### config.mk
export PLATFORM = sky130hd
export DESIGN_NAME = logic_unit_pipe
export DESIGN_NICKNAME = d
export VERILOG_FILES = /design/src/rtl/logic_unit_pipe.sv
export SDC_FILE = /design/constraint.sdc
export NUM_CORES = 1
export LEC_CHECK = 0
export ABC_AREA = 1
export BUFFER_PORTS_ARGS = -buffer_cell sky130_fd_sc_hd__buf_2
export CORE_MARGIN = 1
export CORE_UTILIZATION = 35
export CTS_CLUSTER_DIAMETER = 60
export DETAILED_ROUTE_END_ITERATION = 8
export GPL_ROUTABILITY_DRIVEN = 0
export SYNTH_ARGS = -nofsm -noshare
export SYNTH_HDL_FRONTEND = slang
export SYNTH_SLANG_ARGS = --single-unit
### constraint.sdc
create_clock -name clk -period 3.05 [get_ports clk]
set_input_delay 0.61 -clock clk [delete_from_list [all_inputs] [get_ports clk]]
set_output_delay 0.61 -clock clk [all_outputs]
set_load 0.03 [all_outputs]
### src/rtl/logic_unit_pipe.sv
// Two-stage pipelined bitwise logic unit: eight ops on WIDTH-bit operands plus zero/ones/parity flags.
// Latency: 2 cycles from input accept to out_valid; one beat per cycle sustained.
// Backpressure: in_ready = !s1_valid || s1 advances (combinational from out_ready); S2 holds until taken.
// Optional: define LOGIC_UNIT_POPCOUNT_EN to add out_popcnt (count of ones in out_y, registered in S2).
module logic_unit_pipe #(
    parameter int WIDTH = 8,
    parameter int CNT_W = 16,
    localparam int PCW  = $clog2(WIDTH + 1)
) (
    input  logic             clk,
    input  logic             rst,
    input  logic             in_valid,
    output logic             in_ready,
    input  logic [2:0]       in_op,
    input  logic [WIDTH-1:0] in_a,
    input  logic [WIDTH-1:0] in_b,
    output logic             out_valid,
    input  logic             out_ready,
    output logic [WIDTH-1:0] out_y,
    output logic [2:0]       out_op,
    output logic             out_zero,
    output logic             out_ones,
    output logic             out_parity,
`ifdef LOGIC_UNIT_POPCOUNT_EN
    output logic [PCW-1:0]   out_popcnt,
`endif
    output logic [CNT_W-1:0] op_count
);

    // Opcode encoding
    localparam logic [2:0] OP_AND   = 3'd0;
    localparam logic [2:0] OP_OR    = 3'd1;
    localparam logic [2:0] OP_NOTA  = 3'd2;
    localparam logic [2:0] OP_NAND  = 3'd3;
    localparam logic [2:0] OP_NOR   = 3'd4;
    localparam logic [2:0] OP_XOR   = 3'd5;
    localparam logic [2:0] OP_XNOR  = 3'd6;
    localparam logic [2:0] OP_PASSB = 3'd7;

    // Stage 1: captured operands
    logic             s1_valid_q;
    logic [2:0]       s1_op_q;
    logic [WIDTH-1:0] s1_a_q;
    logic [WIDTH-1:0] s1_b_q;

    // Stage 2: result and flags
    logic             s2_valid_q;
    logic [2:0]       s2_op_q;
    logic [WIDTH-1:0] s2_y_q;
    logic             s2_zero_q;
    logic             s2_ones_q;
    logic             s2_par_q;

    logic [CNT_W-1:0] cnt_q;
    logic [CNT_W-1:0] cnt_d;
    logic [WIDTH-1:0] y_d;
    logic             s2_load;
    logic             in_fire;

    // S2 takes the S1 beat when it is empty or its own beat leaves this cycle.
    assign s2_load  = s1_valid_q && (!s2_valid_q || out_ready);
    assign in_ready = !s1_valid_q || s2_load;
    assign in_fire  = in_valid && in_ready;

    // Bitwise operation on the S1 operands
    always_comb begin
        y_d = '0;
        case (s1_op_q)
            OP_AND:   y_d = s1_a_q & s1_b_q;
            OP_OR:    y_d = s1_a_q | s1_b_q;
            OP_NOTA:  y_d = ~s1_a_q;
            OP_NAND:  y_d = ~(s1_a_q & s1_b_q);
            OP_NOR:   y_d = ~(s1_a_q | s1_b_q);
            OP_XOR:   y_d = s1_a_q ^ s1_b_q;
            OP_XNOR:  y_d = ~(s1_a_q ^ s1_b_q);
            OP_PASSB: y_d = s1_b_q;
        endcase
    end

    // Saturating count of accepted input beats
    always_comb begin
        cnt_d = cnt_q;
        if (in_fire && (cnt_q != {CNT_W{1'b1}})) begin
            cnt_d = cnt_q + CNT_W'(1);
        end
    end

    // S1 register: loads only on a valid beat while ready; empties when its beat moves on
    always_ff @(posedge clk) begin
        if (rst) begin
            s1_valid_q <= 1'b0;
            s1_op_q    <= '0;
            s1_a_q     <= '0;
            s1_b_q     <= '0;
        end else if (in_ready) begin
            s1_valid_q <= in_valid;
            if (in_valid) begin
                s1_op_q <= in_op;
                s1_a_q  <= in_a;
                s1_b_q  <= in_b;
            end
        end
    end

    // S2 register: result and flags, held stable while the consumer stalls
    always_ff @(posedge clk) begin
        if (rst) begin
            s2_valid_q <= 1'b0;
            s2_op_q    <= '0;
            s2_y_q     <= '0;
            s2_zero_q  <= 1'b1;
            s2_ones_q  <= 1'b0;
            s2_par_q   <= 1'b0;
        end else if (s2_load) begin
            s2_valid_q <= 1'b1;
            s2_op_q    <= s1_op_q;
            s2_y_q     <= y_d;
            s2_zero_q  <= ~|y_d;
            s2_ones_q  <= &y_d;
            s2_par_q   <= ^y_d;
        end else if (out_ready) begin
            s2_valid_q <= 1'b0;
        end
    end

    // Accepted-beat counter register
    always_ff @(posedge clk) begin
        if (rst) begin
            cnt_q <= '0;
        end else begin
            cnt_q <= cnt_d;
        end
    end

`ifdef LOGIC_UNIT_POPCOUNT_EN
    logic [PCW-1:0] pc_d;
    logic [PCW-1:0] pc_q;

    // Ones count of the S1 result, loaded alongside it
    always_comb begin
        pc_d = '0;
        for (int i = 0; i < WIDTH; i++) begin
            pc_d = pc_d + PCW'(y_d[i]);
        end
    end

    // Popcount register shares the S2 load/hold timing
    always_ff @(posedge clk) begin
        if (rst) begin
            pc_q <= '0;
        end else if (s2_load) begin
            pc_q <= pc_d;
        end
    end

    assign out_popcnt = pc_q;
`endif

    assign out_valid  = s2_valid_q;
    assign out_y      = s2_y_q;
    assign out_op     = s2_op_q;
    assign out_zero   = s2_zero_q;
    assign out_ones   = s2_ones_q;
    assign out_parity = s2_par_q;
    assign op_count   = cnt_q;

endmodule

==> summary.md <==
| Metric | Value |
|---|---|
| Commonest cells after routing, fill and taps aside | `107 x sky130_fd_sc_hd__nand2_1, 64 x sky130_fd_sc_hd__inv_1, 60 x sky130_fd_sc_hd__nor2_1, 54 x sky130_fd_sc_hd__buf_2, 51 x sky130_fd_sc_hd__dfxtp_1` |
| Area share of the largest cell type after synthesis | `32.0%` |
| Latest clock arrival within the worst-skew pair | `0.31 ns` |
| Mapped cell area | `3190 sq um` |
| Setup crit start | `s1_op_q[1]$_SDFFE_PP0P_` |
| Worst Path Max Fanout | `7` |
| First-pass DRT Iterations | `5` |
| Htree depth | `2` |
| Post-place setup slack | `0.641 ns` |
| Residual DRC | `0` |
| Wire length of the first global-routing pass | `13300 microns` |
| Register-to-register path setup slack | `0.62 ns` |
| Run status | `complete, no violations` |
| Final-report hold violation count | `0` |
| Width of the chip | `97.5 microns` |
| Nature of the critical path endpoint | `flip-flop` |
| RSZ-0062 raised after global routing | `no` |
| Kind of start point of the critical path | `flip-flop` |
| Capturing instance or port of the critical path | `out_parity$_SDFFE_PP0P_` |
| Worst slew margin relative to its limit | `50.6%` |
| Reg2reg path depth | `12` |
| Net switching component of the power | `491 uW` |
| Core Box Area | `8760 sq um` |
| Total Die Area | `9510 sq um` |
| TritonCTS clock tree | `yes` |
| Clock tree sinks | `51` |
| Count of mapped cells out of synthesis | `468` |
| P_int | `1020 uW` |
| IR drop worst, VDD | `0.185 mV` |
| Library cell used as clock root buffer | `sky130_fd_sc_hd__clkbuf_8` |
| Number of standard-cell rows in the floorplan | `34` |
| Largest net degree at the start of global routing | `28` |
| Power density of the placed cells | `415 nW/um^2` |
| Worst Clk Skew | `0.0103 ns` |
| Combinational fraction of design power | `24.3%` |
| Transition time at the pin with the least slew margin | `0.740 ns` |
| Max-cap violations | `0` |
| Mapped Avg Cell Area | `6.82 sq um` |
| Antenna diode count | `0` |
| Buffers on Ports | `54` |
| Residual overflow from global routing | `0` |
| Final count of pins violating max slew | `0` |
| Per-cell routed wire length | `12.2 microns` |
| Data required time of the worst path | `3.25 ns` |
| Syn-to-layout area delta | `13.6%` |
| Hold-fix buffers, CTS | `0` |
| Number of vias per cell after detailed routing | `4.84` |
| Clock transition at path regs | `0.10 ns` |
| Worst R2R End | `out_parity$_SDFFE_PP0P_` |
| Largest area contributor in the netlist | `sky130_fd_sc_hd__dfxtp_1` |
| Final setup viols | `0` |
| Height of the die | `97.5 microns` |
| HPWL after detailed placement | `5640 microns` |
| Post-CTS setup-driven buffer insertion count | `0` |
| Fraction of layout cells with a size suffix above 1 | `17.8%` |
| Static leakage | `0.00173 uW` |
| Buffers from clock root to sink, at most | `2` |
| Part of the total power dissipated in sequential elements | `48.7%` |
| Final critical delay including setup and external delays | `2.43 ns` |
| Final sum of negative setup slack | `0 ns` |
| Nets | `564` |
| Classification of the worst-slack hold path | `flip-flop to flip-flop` |
| Fin crit share | `79.6%` |
| Category of the most critical setup path | `flip-flop to flip-flop` |
| Worst Slack Setup Final | `0.622 ns` |
| DRT iter0 DRCs | `106` |
| YS warnings | `0` |
| Net count of the mapped netlist | `516` |
| Dominant cells by area after synthesis | `sky130_fd_sc_hd__dfxtp_1 32%, sky130_fd_sc_hd__nand2_1 13%, sky130_fd_sc_hd__ha_1 9.8%` |
| Share of synthesized area occupied by flip-flops and latches | `32.0%` |
| Number of buffers created by CTS | `5` |
| Number of gates given a new drive strength after cts | `0` |
| Starting utilization of the core area | `36.4%` |
| Routed Wire Length | `7620 microns` |
| Number of global-route vias before repair | `2939` |
| Peak clock frequency supported by timing | `412 MHz` |
| I/O pin count | `55` |
| Unique masters post-synth | `26` |
| Detail Route Antenna Nets | `0` |
| Worst endpoint data arrival time | `2.63 ns` |
| Most frequent standard cell in the layout excluding fill and tap cells | `sky130_fd_sc_hd__nand2_1` |
| Relative contribution of the clock network to total power | `27.1%` |
| Total routing resource utilization after global routing | `17.0%` |
| Vias post-DR | `3019` |
| Register bit total from synthesis | `51` |
| Number of antenna violations at the first check in global routing | `0` |
| Switching power share of the total | `32.6%` |
| Reg-to-Reg Start | `s1_op_q[1]$_SDFFE_PP0P_` |
## cell usage after synthesis
library cell and count:
sky130_fd_sc_hd__a21oi_1 30, sky130_fd_sc_hd__xor2_1 4, sky130_fd_sc_hd__nand3_2 4, sky130_fd_sc_hd__ha_1 25
sky130_fd_sc_hd__buf_4 3, sky130_fd_sc_hd__mux2i_1 7, sky130_fd_sc_hd__inv_2 3, sky130_fd_sc_hd__buf_1 1
sky130_fd_sc_hd__nor2_4 1, sky130_fd_sc_hd__inv_1 64, sky130_fd_sc_hd__a21oi_2 10, sky130_fd_sc_hd__o21ai_2 1
sky130_fd_sc_hd__nor3_2 1, sky130_fd_sc_hd__nand3_1 18, sky130_fd_sc_hd__o21ai_0 36, sky130_fd_sc_hd__dfxtp_1 51
sky130_fd_sc_hd__nand4_1 15, sky130_fd_sc_hd__nor2_1 60, sky130_fd_sc_hd__nand2_2 5, sky130_fd_sc_hd__xnor2_1 7
sky130_fd_sc_hd__nor3_4 1, sky130_fd_sc_hd__buf_6 1, sky130_fd_sc_hd__buf_2 2, sky130_fd_sc_hd__clkbuf_1 9
sky130_fd_sc_hd__nand2_1 107, sky130_fd_sc_hd__nor2_2 2
## power by group through the flow
stage	clock [uW]	sequential, uW	combinational [uW]
finish	408	733	365
floorplan	0	774	247
detailed placement	0	749	366
global route	446	739	420
CTS	418	733	368
global placement	0	747	358
## critical path, stage by stage (launching register included)
cell and delay (ns):
sky130_fd_sc_hd__dfxtp_1 0.52, sky130_fd_sc_hd__inv_2 0.15, sky130_fd_sc_hd__nor3_2 0.45, sky130_fd_sc_hd__nand2_1 0.11, sky130_fd_sc_hd__nand2_1 0.11, sky130_fd_sc_hd__nor2_1 0.05
sky130_fd_sc_hd__nand3_1 0.09, sky130_fd_sc_hd__inv_1 0.05, sky130_fd_sc_hd__ha_1 0.29, sky130_fd_sc_hd__xor2_1 0.17, sky130_fd_sc_hd__xnor2_1 0.12, sky130_fd_sc_hd__o21ai_0 0.15
sky130_fd_sc_hd__inv_1 0.05
## how the worst min path moves through the flow
stage                              to  cells after the start                    from  slack [ns]
3_5_place_dp    out_zero$_SDFFE_PP1P_                      2   out_zero$_SDFFE_PP1P_        0.50
6_report       s1_b_q[4]$_SDFFE_PP0P_                      2  s1_b_q[4]$_SDFFE_PP0P_        0.52
2_1_floorplan  s1_b_q[4]$_SDFFE_PP0P_                      2  s1_b_q[4]$_SDFFE_PP0P_        0.46
4_1_cts         out_zero$_SDFFE_PP1P_                      2   out_zero$_SDFFE_PP1P_        0.52
3_3_place_gp    out_zero$_SDFFE_PP1P_                      2   out_zero$_SDFFE_PP1P_        0.48
5_1_grt        s1_a_q[1]$_SDFFE_PP0P_                      2  s1_a_q[1]$_SDFFE_PP0P_        0.54
## logic make-up after synthesis
family / after synthesis / share of synthesized area [%]
AO/OA/AOI/OAI: 77 / 13.4
XOR/XNOR: 11 / 3.02
adder cells (fa/ha/maj): 25 / 9.80
buffers and inverters: 83 / 10.4
flip-flops: 51 / 32.0
multiplexers: 7 / 2.20
AND/OR/NAND/NOR: 214 / 29.2
## registers in the layout, indices dropped and copies added, names as in the netlist
register	flops
out_zero	1
s1_op_q	3
out_parity	1
out_valid	1
out_ones	1
s1_b_q	8
s1_a_q	8
out_y	8
op_count	16
s1_valid_q	1
out_op	3
## area by class of cell
type | instances | area (sq um)
Multi-Input combinational cell | 334 | 1840
Tap cell | 108 | 135
Clock inverter | 1 | 5.00
Inverter | 67 | 251
Fill cell | 970 | 5140
Timing Repair Buffer | 57 | 293
Clock buffer | 6 | 82.6
Sequential cell | 51 | 1020
## metal layers
layer	GRT usage (%)	part of all wire (%)
met5	0	0
met4	5.54	0.73
met3	4.03	5.7
met2	27.4	45
met1	22.2	49
## through the flow
| step | util (%) | hold slack [ns] | area, sq um | cells | power (uW) |
|---|---|---|---|---|---|
| finish | 41.4 | 0.517 | 3630 | 624 | 1510 |
| global placement | 40.4 | 0.480 | 3540 | 617 | 1100 |
| detailed placement | 40.4 | 0.498 | 3540 | 617 | 1110 |
| CTS | 41.4 | 0.519 | 3630 | 624 | 1520 |
| global route | 41.4 | 0.543 | 3630 | 624 | 1610 |
| floorplan | - | 0.464 | 3190 | 468 | 1020 |
(Power assumes the default switching activity.)
